$ cat src/rtl/bpsk_demodulator.sv
// -----------------------------------------------------------------------------
// bpsk_demodulator
// Coherent BPSK receiver built around a decision-directed Costas loop.
// A phase-accumulator NCO addresses an external cosine LUT twice per clk: once
// for the in-phase carrier and once a quarter period earlier for the
// quadrature (sine) carrier. Received samples are mixed with both carriers,
// low-pass filtered per arm, and the arm outputs drive a PI loop filter that
// steers the NCO. The sign of the in-phase arm is the recovered bit.
//
// Pipeline: data_in -> mix (stage 1) -> lpf (stage 2) -> data_out (stage 3).
//
// Ports
//   clk                          system clock
//   rst_n                        asynchronous active-low reset
//   data_in                      signed received sample (Q2.FRAC_W), one per clk
//   data_out                     recovered bit, 1 when the in-phase arm is >= 0
//   nco_i_cosine_lu_angle_steps  LUT address of the in-phase carrier
//   nco_q_cosine_lu_angle_steps  LUT address of the quadrature carrier
//   nco_carrier_i                cos(addr_i) returned combinationally by the LUT
//   nco_carrier_q                cos(addr_q) returned combinationally by the LUT
// -----------------------------------------------------------------------------
module bpsk_demodulator #(
   parameter int DATA_W    = 16,
   parameter int FRAC_W    = DATA_W - 2,
   parameter int N_SAMP    = 64,
   parameter int PHASE_W   = $clog2(N_SAMP),
   parameter int PH_FRAC   = 16,
   parameter int LPF_SHIFT = 3,
   parameter int KP_SHIFT  = 4,
   parameter int KI_SHIFT  = 10
) (
   input  logic                     clk,
   input  logic                     rst_n,
   input  logic signed [DATA_W-1:0] data_in,
   output logic                     data_out,
   output logic [PHASE_W-1:0]       nco_i_cosine_lu_angle_steps,
   output logic [PHASE_W-1:0]       nco_q_cosine_lu_angle_steps,
   input  logic signed [DATA_W-1:0] nco_carrier_i,
   input  logic signed [DATA_W-1:0] nco_carrier_q
);

   localparam int ACC_W   = PHASE_W + PH_FRAC;
   localparam int PROD_W  = 2 * DATA_W;
   localparam int LPF_W   = DATA_W + LPF_SHIFT;
   localparam int INTEG_W = 32;
   localparam int SUM_W   = INTEG_W + 1;

   localparam logic [ACC_W-1:0]   FCW     = ACC_W'((N_SAMP / 8) << PH_FRAC);
   localparam logic [PHASE_W-1:0] QUARTER = PHASE_W'(N_SAMP / 4);

   localparam logic signed [DATA_W-1:0]  S_MAX = {1'b0, {(DATA_W-1){1'b1}}};
   localparam logic signed [DATA_W-1:0]  S_MIN = {1'b1, {(DATA_W-1){1'b0}}};
   localparam logic signed [PROD_W-1:0]  W_MAX = {{(DATA_W+1){1'b0}}, {(DATA_W-1){1'b1}}};
   localparam logic signed [PROD_W-1:0]  W_MIN = {{(DATA_W+1){1'b1}}, {(DATA_W-1){1'b0}}};
   localparam logic signed [INTEG_W-1:0] I_MAX = {1'b0, {(INTEG_W-1){1'b1}}};
   localparam logic signed [INTEG_W-1:0] I_MIN = {1'b1, {(INTEG_W-1){1'b0}}};

   // Clamp a wide signed value into the DATA_W sample range.
   function automatic logic signed [DATA_W-1:0] sat_data(input logic signed [PROD_W-1:0] v);
      logic signed [DATA_W-1:0] r;
      if (v > W_MAX) begin
         r = S_MAX;
      end else if (v < W_MIN) begin
         r = S_MIN;
      end else begin
         r = v[DATA_W-1:0];
      end
      return r;
   endfunction

   // One IIR update lpf + (mix - lpf)/2^LPF_SHIFT with LPF_SHIFT guard bits.
   function automatic logic signed [DATA_W-1:0] lpf_step(input logic signed [DATA_W-1:0] mix,
                                                         input logic signed [DATA_W-1:0] lpf);
      logic signed [LPF_W-1:0] diff;
      logic signed [LPF_W-1:0] sum;
      diff = LPF_W'(mix) - LPF_W'(lpf);
      sum  = LPF_W'(lpf) + (diff >>> LPF_SHIFT);
      return sat_data(PROD_W'(sum));
   endfunction

   logic [ACC_W-1:0]          phase_acc_q, phase_acc_d;
   logic signed [DATA_W-1:0]  mix_i_q, mix_i_d, mix_q_q, mix_q_d;
   logic signed [DATA_W-1:0]  lpf_i_q, lpf_i_d, lpf_q_q, lpf_q_d;
   logic signed [INTEG_W-1:0] integ_q, integ_d;
   logic                      data_out_q, data_out_d;

   logic signed [PROD_W-1:0]  prod_i_s, prod_q_s;
   logic signed [DATA_W-1:0]  err_s;
   logic signed [ACC_W-1:0]   ctrl_s;
   logic signed [SUM_W-1:0]   integ_sum_s;

   // Quadrature address trails the in-phase one by a quarter period, so the LUT returns sin.
   assign nco_i_cosine_lu_angle_steps = phase_acc_q[ACC_W-1 -: PHASE_W];
   assign nco_q_cosine_lu_angle_steps = phase_acc_q[ACC_W-1 -: PHASE_W] - QUARTER;
   assign data_out                    = data_out_q;

   // Datapath: mixer products, arm filters and the bit decision.
   always_comb begin
      prod_i_s   = PROD_W'(data_in) * PROD_W'(nco_carrier_i);
      prod_q_s   = PROD_W'(data_in) * PROD_W'(nco_carrier_q);
      mix_i_d    = sat_data(prod_i_s >>> FRAC_W);
      mix_q_d    = sat_data(prod_q_s >>> FRAC_W);
      lpf_i_d    = lpf_step(mix_i_q, lpf_i_q);
      lpf_q_d    = lpf_step(mix_q_q, lpf_q_q);
      data_out_d = ~lpf_i_q[DATA_W-1];
   end

   // Costas phase detector, PI loop filter and NCO phase update.
   always_comb begin
      // Decision-directed error; negating the most negative value would wrap, so clamp it.
      if (lpf_i_q[DATA_W-1] == 1'b0) begin
         err_s = lpf_q_q;
      end else if (lpf_q_q == S_MIN) begin
         err_s = S_MAX;
      end else begin
         err_s = -lpf_q_q;
      end

      integ_sum_s = SUM_W'(integ_q) + SUM_W'(err_s >>> KI_SHIFT);
      if (integ_sum_s[SUM_W-1] != integ_sum_s[SUM_W-2]) begin
         integ_d = integ_sum_s[SUM_W-1] ? I_MIN : I_MAX;
      end else begin
         integ_d = integ_sum_s[INTEG_W-1:0];
      end

      // Phase wraps modulo 2^ACC_W, so only the low ACC_W bits of ctrl matter.
      ctrl_s      = ACC_W'(err_s >>> KP_SHIFT) + ACC_W'(integ_q);
      phase_acc_d = phase_acc_q + FCW + $unsigned(ctrl_s);
   end

   // State registers for NCO, mixer, arm filters, loop integrator and decision.
   always_ff @(posedge clk or negedge rst_n) begin
      if (!rst_n) begin
         phase_acc_q <= {ACC_W{1'b0}};
         mix_i_q     <= {DATA_W{1'b0}};
         mix_q_q     <= {DATA_W{1'b0}};
         lpf_i_q     <= {DATA_W{1'b0}};
         lpf_q_q     <= {DATA_W{1'b0}};
         integ_q     <= {INTEG_W{1'b0}};
         data_out_q  <= 1'b0;
      end else begin
         phase_acc_q <= phase_acc_d;
         mix_i_q     <= mix_i_d;
         mix_q_q     <= mix_q_d;
         lpf_i_q     <= lpf_i_d;
         lpf_q_q     <= lpf_q_d;
         integ_q     <= integ_d;
         data_out_q  <= data_out_d;
      end
   end

endmodule

$ cat config.mk
export PLATFORM = sky130hd
export DESIGN_NAME = bpsk_demodulator
export DESIGN_NICKNAME = d
export VERILOG_FILES = /design/src/rtl/bpsk_demodulator.sv
export SDC_FILE = /design/constraint.sdc
export NUM_CORES = 2
export LEC_CHECK = 0
export CAP_MARGIN = 20
export CORE_MARGIN = 2
export CORE_UTILIZATION = 33
export CTS_CLUSTER_SIZE = 20
export DETAILED_ROUTE_END_ITERATION = 10
export GPL_TIMING_DRIVEN = 0
export SYNTH_ARGS = -nofsm -noshare
export SYNTH_HDL_FRONTEND = slang
export SYNTH_SLANG_ARGS = --single-unit
$ cat constraint.sdc
create_clock -name clk -period 8 [get_ports clk]
set_clock_uncertainty 0.1 [all_clocks]
set_input_delay 2.4 -clock clk [delete_from_list [all_inputs] [get_ports clk]]
set_output_delay 2.4 -clock clk [all_outputs]
set_load 0.01 [all_outputs]
# --- Yosys cells after proc, flatten, opt, wreduce, memory -nomap -nowiden ---
# Cells that the tools add are included.
# Widths: inputs -> output; s select.
op_classes:
  n_lt_le_gt_ge: 8
  mux: 12
  bitwise: 1
  reduce_logical: 0
  n_addsub: 10
  n_eq_ne: 2
  shifts: 0
  n_div: 0
  n_mul: 2
op_table:
  columns: ["op", "count"]
  rows:
  - ["$mux 16", 10]
  - ["$mul 16x16->32", 2]
  - ["$mux 32", 2]
  - ["$gt 18x16->1 const B", 2]
  - ["$lt 18x16->1 const B", 2]
  - ["$add 16x14->17", 2]
  - ["$gt 17x16->1 const B", 2]
  - ["$lt 17x16->1 const B", 2]
  - ["$sub 16x16->17", 2]
  - ["$add 32x6->33", 1]
  - ["$add 12x22->22", 1]
  - ["$add 22x20->22 const B", 1]
  - ["$add 22x22->22", 1]
  - ["$eq 16x16->1 const B", 1]
  - ["$neg 16->16", 1]
  - ["$sub 6x5->6 const B", 1]
  - ["$ne 1x1->1", 1]
  - ["$not 1->1", 1]
word_totals:
  memories: 0
  reg_bits: 119
  wordCells: 42
  ramBits: 0
  latch_bits: 0
  input_bits: 50
  output_inout_bits: 13
  rom_bits: 0

# --- Depth between registers and ports, before layout ---
logic_depth:
  ltp_word: 6
  depth_mapped: 26
  mapped_depth_nobuf: 24

# --- Worst setup path before layout ---
# Ideal clock, no wire load.
synth_timing:
  kind: "input to register"
  startpoint: "in nco_carrier_q[7]"
  endpoint: "reg mix_q_q[0]"
  path_buffers: 2
  t_required_ns: 7.759
  arrival_ns: 8.685
  setup_time_ns: 0.141
  path_slack_ns: -0.926
  stages: 25
  path_cell_list: "clkbuf_1 nand2_1 fa_1 inv_1 fa_1 inv_1 fa_1 inv_1 fa_1 fa_1 inv_1 fa_1 inv_1 ha_1 a21oi_1 o21ai_0 a2111oi_0 a31oi_1 a21oi_1 o211ai_1 a211oi_1 a211oi_1 nor4_2 clkbuf_1 o22ai_1"
synth_between:
  elab_chain_len: 4
  word_cells_on_any_way: 5
  cone_classes: "mul: 1; order compare: 2; mux: 2"
synth_rtl:
  columns: ["element", "line", "text"]
  rows:
  - ["from (decl)", "39", "input logic signed [DATA_W-1:0] nco_carrier_q"]
  - ["$mul 16x16->32 (*)", "100", "prod_q_s = PROD_W'(data_in) * PROD_W'(nco_carrier_q);"]
  - ["$lt 18x16->1", "63", "end else if (v < W_MIN) begin"]
  - ["$mux 16", "63", null]
  - ["$mux 16 (*)", "61", "if (v > W_MAX) begin"]
  - ["via mix_q_d[0]", "82", "logic signed [DATA_W-1:0] mix_i_q, mix_i_d, mix_q_q, mix_q_d;"]
  - ["to (signal assigned)", "136", "mix_q_q <= {DATA_W{1'b0}};"]
  - ["to (signal assigned)", "144", "mix_q_q <= mix_q_d;"]
  - ["to (decl)", "82", null]
# Mark *: on every way through the listed nets, which the timed path passes. The rest lies on a longest branch.

# --- Worst setup path in the final report ---
layout_timing:
  startpoint: "in data_in[3]"
  endpoint: "reg mix_q_q[12]"
layout_between:
  elab_chain_len: 4
  word_cells_on_any_way: 5
  cone_classes: "mul: 1; order compare: 2; mux: 2"
layout_rtl:
  columns: ["element", "line", "text"]
  rows:
  - ["from (decl)", "34", "input logic signed [DATA_W-1:0] data_in,"]
  - ["$mul 16x16->32 (*)", "100", null]
  - ["$lt 18x16->1", "63", null]
  - ["$mux 16", "63", null]
  - ["$mux 16 (*)", "61", null]
  - ["via mix_q_d[12]", "82", null]
# Marked as above.

==> reports/metrics.cfg <==
[yosys]
ys_types = 62
ys.flop_type = dfrtp_1
synth-seq-cells = 119
synth_top_area_frac = 0.379
syn_nets = 4049
avgSynthCellArea_um2 = 9.14
syn-instance-count = 3161
synth_top_family_by_area = adder cells
async_flop_share = 1.00
yosysMostFrequentCell = inv_1
synth_compound_area_frac = 0.0858
yosys-top-cells-count = inv_1, fa_1, nand2_1
synthMuxAreaShare = 0.000693
synthSimpleGateAreaFrac = 0.136
yosys_warnings = 0
synth.area.top_cells = fa_1, ha_1, dfrtp_1, inv_1, and2_1
yosysTopAreaCell = fa_1
synth_xor_area_frac = 0.0467
synth_fa_ha_area_frac = 0.516
synth_edf_count = 0
yosysSeqAreaShare = 0.103
synthesis.area_um2 = 28900

[hold_path]
min_path_type = register to register
whs_endpoint = phase_acc_q[0]
whs_path_depth = 1
hp-start = phase_acc_q[0]

[layout]
drive_above_1_share = 0.127
area_growth_pct = 18.1
post-route-util = 0.393
finalNetCount = 4218

[placed_design]
dp_slack_ns = -2.50
port_buffers = 62
place.gp.congestion = 0.916
dp_hpwl_mm = 61.1

[floorplanning]
initial_core_util = 0.333
num_rows = 108
die_w_um = 300
die_h_um = 300
core_um2 = 86800
num_io_pins = 63
dieArea_um2 = 89900

[setup_path]
end_kind = register
r2r_slack_ns = 0.74
critPathKind = primary input to register
startpoint_type = primary input
cp.arrival_ns = 8.69
r2r_end = phase_acc_q[20]
r2r-start = lpf_q_q[0]
worst_ep_required_time_ns = 8.20
r2r_cells = 22
crit_fanout = 10

[drt]
post_drt_via_cell_ratio = 4.76
first_iter_violations = 1299
first_pass_iters = 6
wl_mm = 75.3
drc_errors = 0
routedWlPerCell_um = 16.7
vias = 21400
final_antenna_net_count = 0

[status]
violations = setup timing
status = finished, violations left

[timing]
slew_headroom = 0.410
fin_ws_ns = -0.495
fmax_mhz = 118
setup_viol = 30
period_share = 1.06
worst-slew-pin-transition_ns = 0.875
fin_crit_ns = 8.50
drv_slew = 0
hold_viol = 0
rsz0062_at_grt = yes

[clock_tree]
clockBufferDepth = 2
cts_tree = built
ctsRootBufferMaster = clkbuf_16
htreeDepth = 4
cts_buffers = 17
path_clk_slew_ns = 0.06
clkLatencyLatePin_ns = 0.46
cts_num_sinks = 119

[flow_run]
cap_violations = 0

[grt]
antenna_found_initial = 3
grt-ovfl-total = 0
grt_max_degree = 71
grt_usage = 0.175
grt_pass1_wl_mm = 123
grt_pass1_vias = 22800

-- registers in the layout, indices dropped and copies added (netlist names) --
name,cells
data_out,1
integ_q,32
lpf_i_q,16
lpf_q_q,16
mix_i_q,16
mix_q_q,16
phase_acc_q,22
-- how the worst max path moves through the flow --
| stage | from | endpoint | slack, ns | cells past startpoint |
|---|---|---|---|---|
| after floorplan | data_in[9] | mix_q_q[11] | -0.28 | 24 |
| after global placement | data_in[0] | mix_q_q[13] | -2.47 | 26 |
| after detailed placement | data_in[0] | mix_q_q[13] | -2.50 | 26 |
| after CTS | nco_carrier_q[5] | mix_q_q[10] | -0.52 | 26 |
| after global routing | data_in[7] | mix_q_q[10] | -0.63 | 27 |
| final | data_in[3] | mix_q_q[12] | -0.50 | 25 |
-- kinds of logic after synthesis --
family,Yosys count
AO/OA/AOI/OAI,386
XOR/XNOR,154
adder cells (fa/ha/maj),869
buffers and inverters,852
flip-flops,119
multiplexers,2
AND/OR/NAND/NOR,779
-- timing repair --
| item | 4_1_cts | 5_1_grt |
|---|---|---|
| hold buffers | 0 | 0 |
| resized for setup | 470 | 110 |
| setup buffers | 66 | 17 |
| pin swaps | 69 | 51 |
| cloned | 7 | 0 |
| endpoints found under the setup margin | 32 | 32 |
-- final cells by class --
type	count	area, um^2
Timing Repair Buffer	151	1380
Inverter	741	2780
Sequential cell	119	2980
Buffer	110	1420
Clock buffer	18	439
Fill cell	8681	52700
Tap cell	1155	1450
Multi-Input combinational cell	2190	23400
Clock inverter	14	200
Antenna cell	4	10.0
-- layout by cell type (no fill, tap or decap), types with 15 or more instances in the layout --
cell	n
a21o_1	65
fa_2	18
fa_1	529
xor2_1	39
nand2_1	281
maj3_1	31
dfrtp_1	119
nor2_1	85
xnor2_1	113
nand3_1	20
inv_1	725
and2_1	231
buf_4	85
clkbuf_4	18
o21ai_0	59
nand2b_1	30
clkbuf_16	36
buf_6	22
buf_8	17
ha_1	275
o21bai_1	17
o21a_1	24
inv_2	15
clkbuf_1	16
a21oi_1	100
nor3_1	28
clkbuf_8	36
clkdlybuf4s50_1	15
and2_4	15
-- per-layer routing --
| metal | vias up | track usage | share of wire | routed length (um) |
|---|---|---|---|---|
| li1 | 9998 | - | - | - |
| met5 | - | 0 | 0 | 0 |
| met1 | 10700 | 0.237 | 0.44 | 33400 |
| met4 | 0 | 0.0538 | 0.030 | 2260 |
| met3 | 123 | 0.0254 | 0.062 | 4650 |
| met2 | 558 | 0.289 | 0.46 | 35000 |
-- worst max-delay path, cell delays in order --
cell and delay, ns:
buf_2 0.17, buf_6 0.17, and2_1 0.17, fa_1 0.48, inv_1 0.06, fa_1 0.54, inv_1 0.06, fa_1 0.55
fa_1 0.46, fa_1 0.52, inv_1 0.06, fa_1 0.50, inv_2 0.06, ha_4 0.26, a2111oi_4 0.43, a31oi_4 0.19
a21oi_2 0.21, o211ai_1 0.11, buf_4 0.17, buf_6 0.12, a211oi_4 0.30, nor3_2 0.08, a31oi_2 0.27, clkbuf_8 0.24
o22ai_2 0.10
-- stage by stage --
stage                     hold WS (ns)  instance area (um^2)  instances  setup TNS [ns]
after floorplan                  0.423                 29400       3161           -6.47
after global placement           0.446                 31500       4378         -193.64
after detailed placement         0.451                 31600       4380          -75.07
after CTS                        0.472                 33700       4482           -9.45
after global routing             0.495                 34100       4498          -12.97
final                            0.462                 34100       4502           -8.11
Power is not shown: default switching activity piles up to over one toggle a cycle in this logic, so the estimate is an artifact.
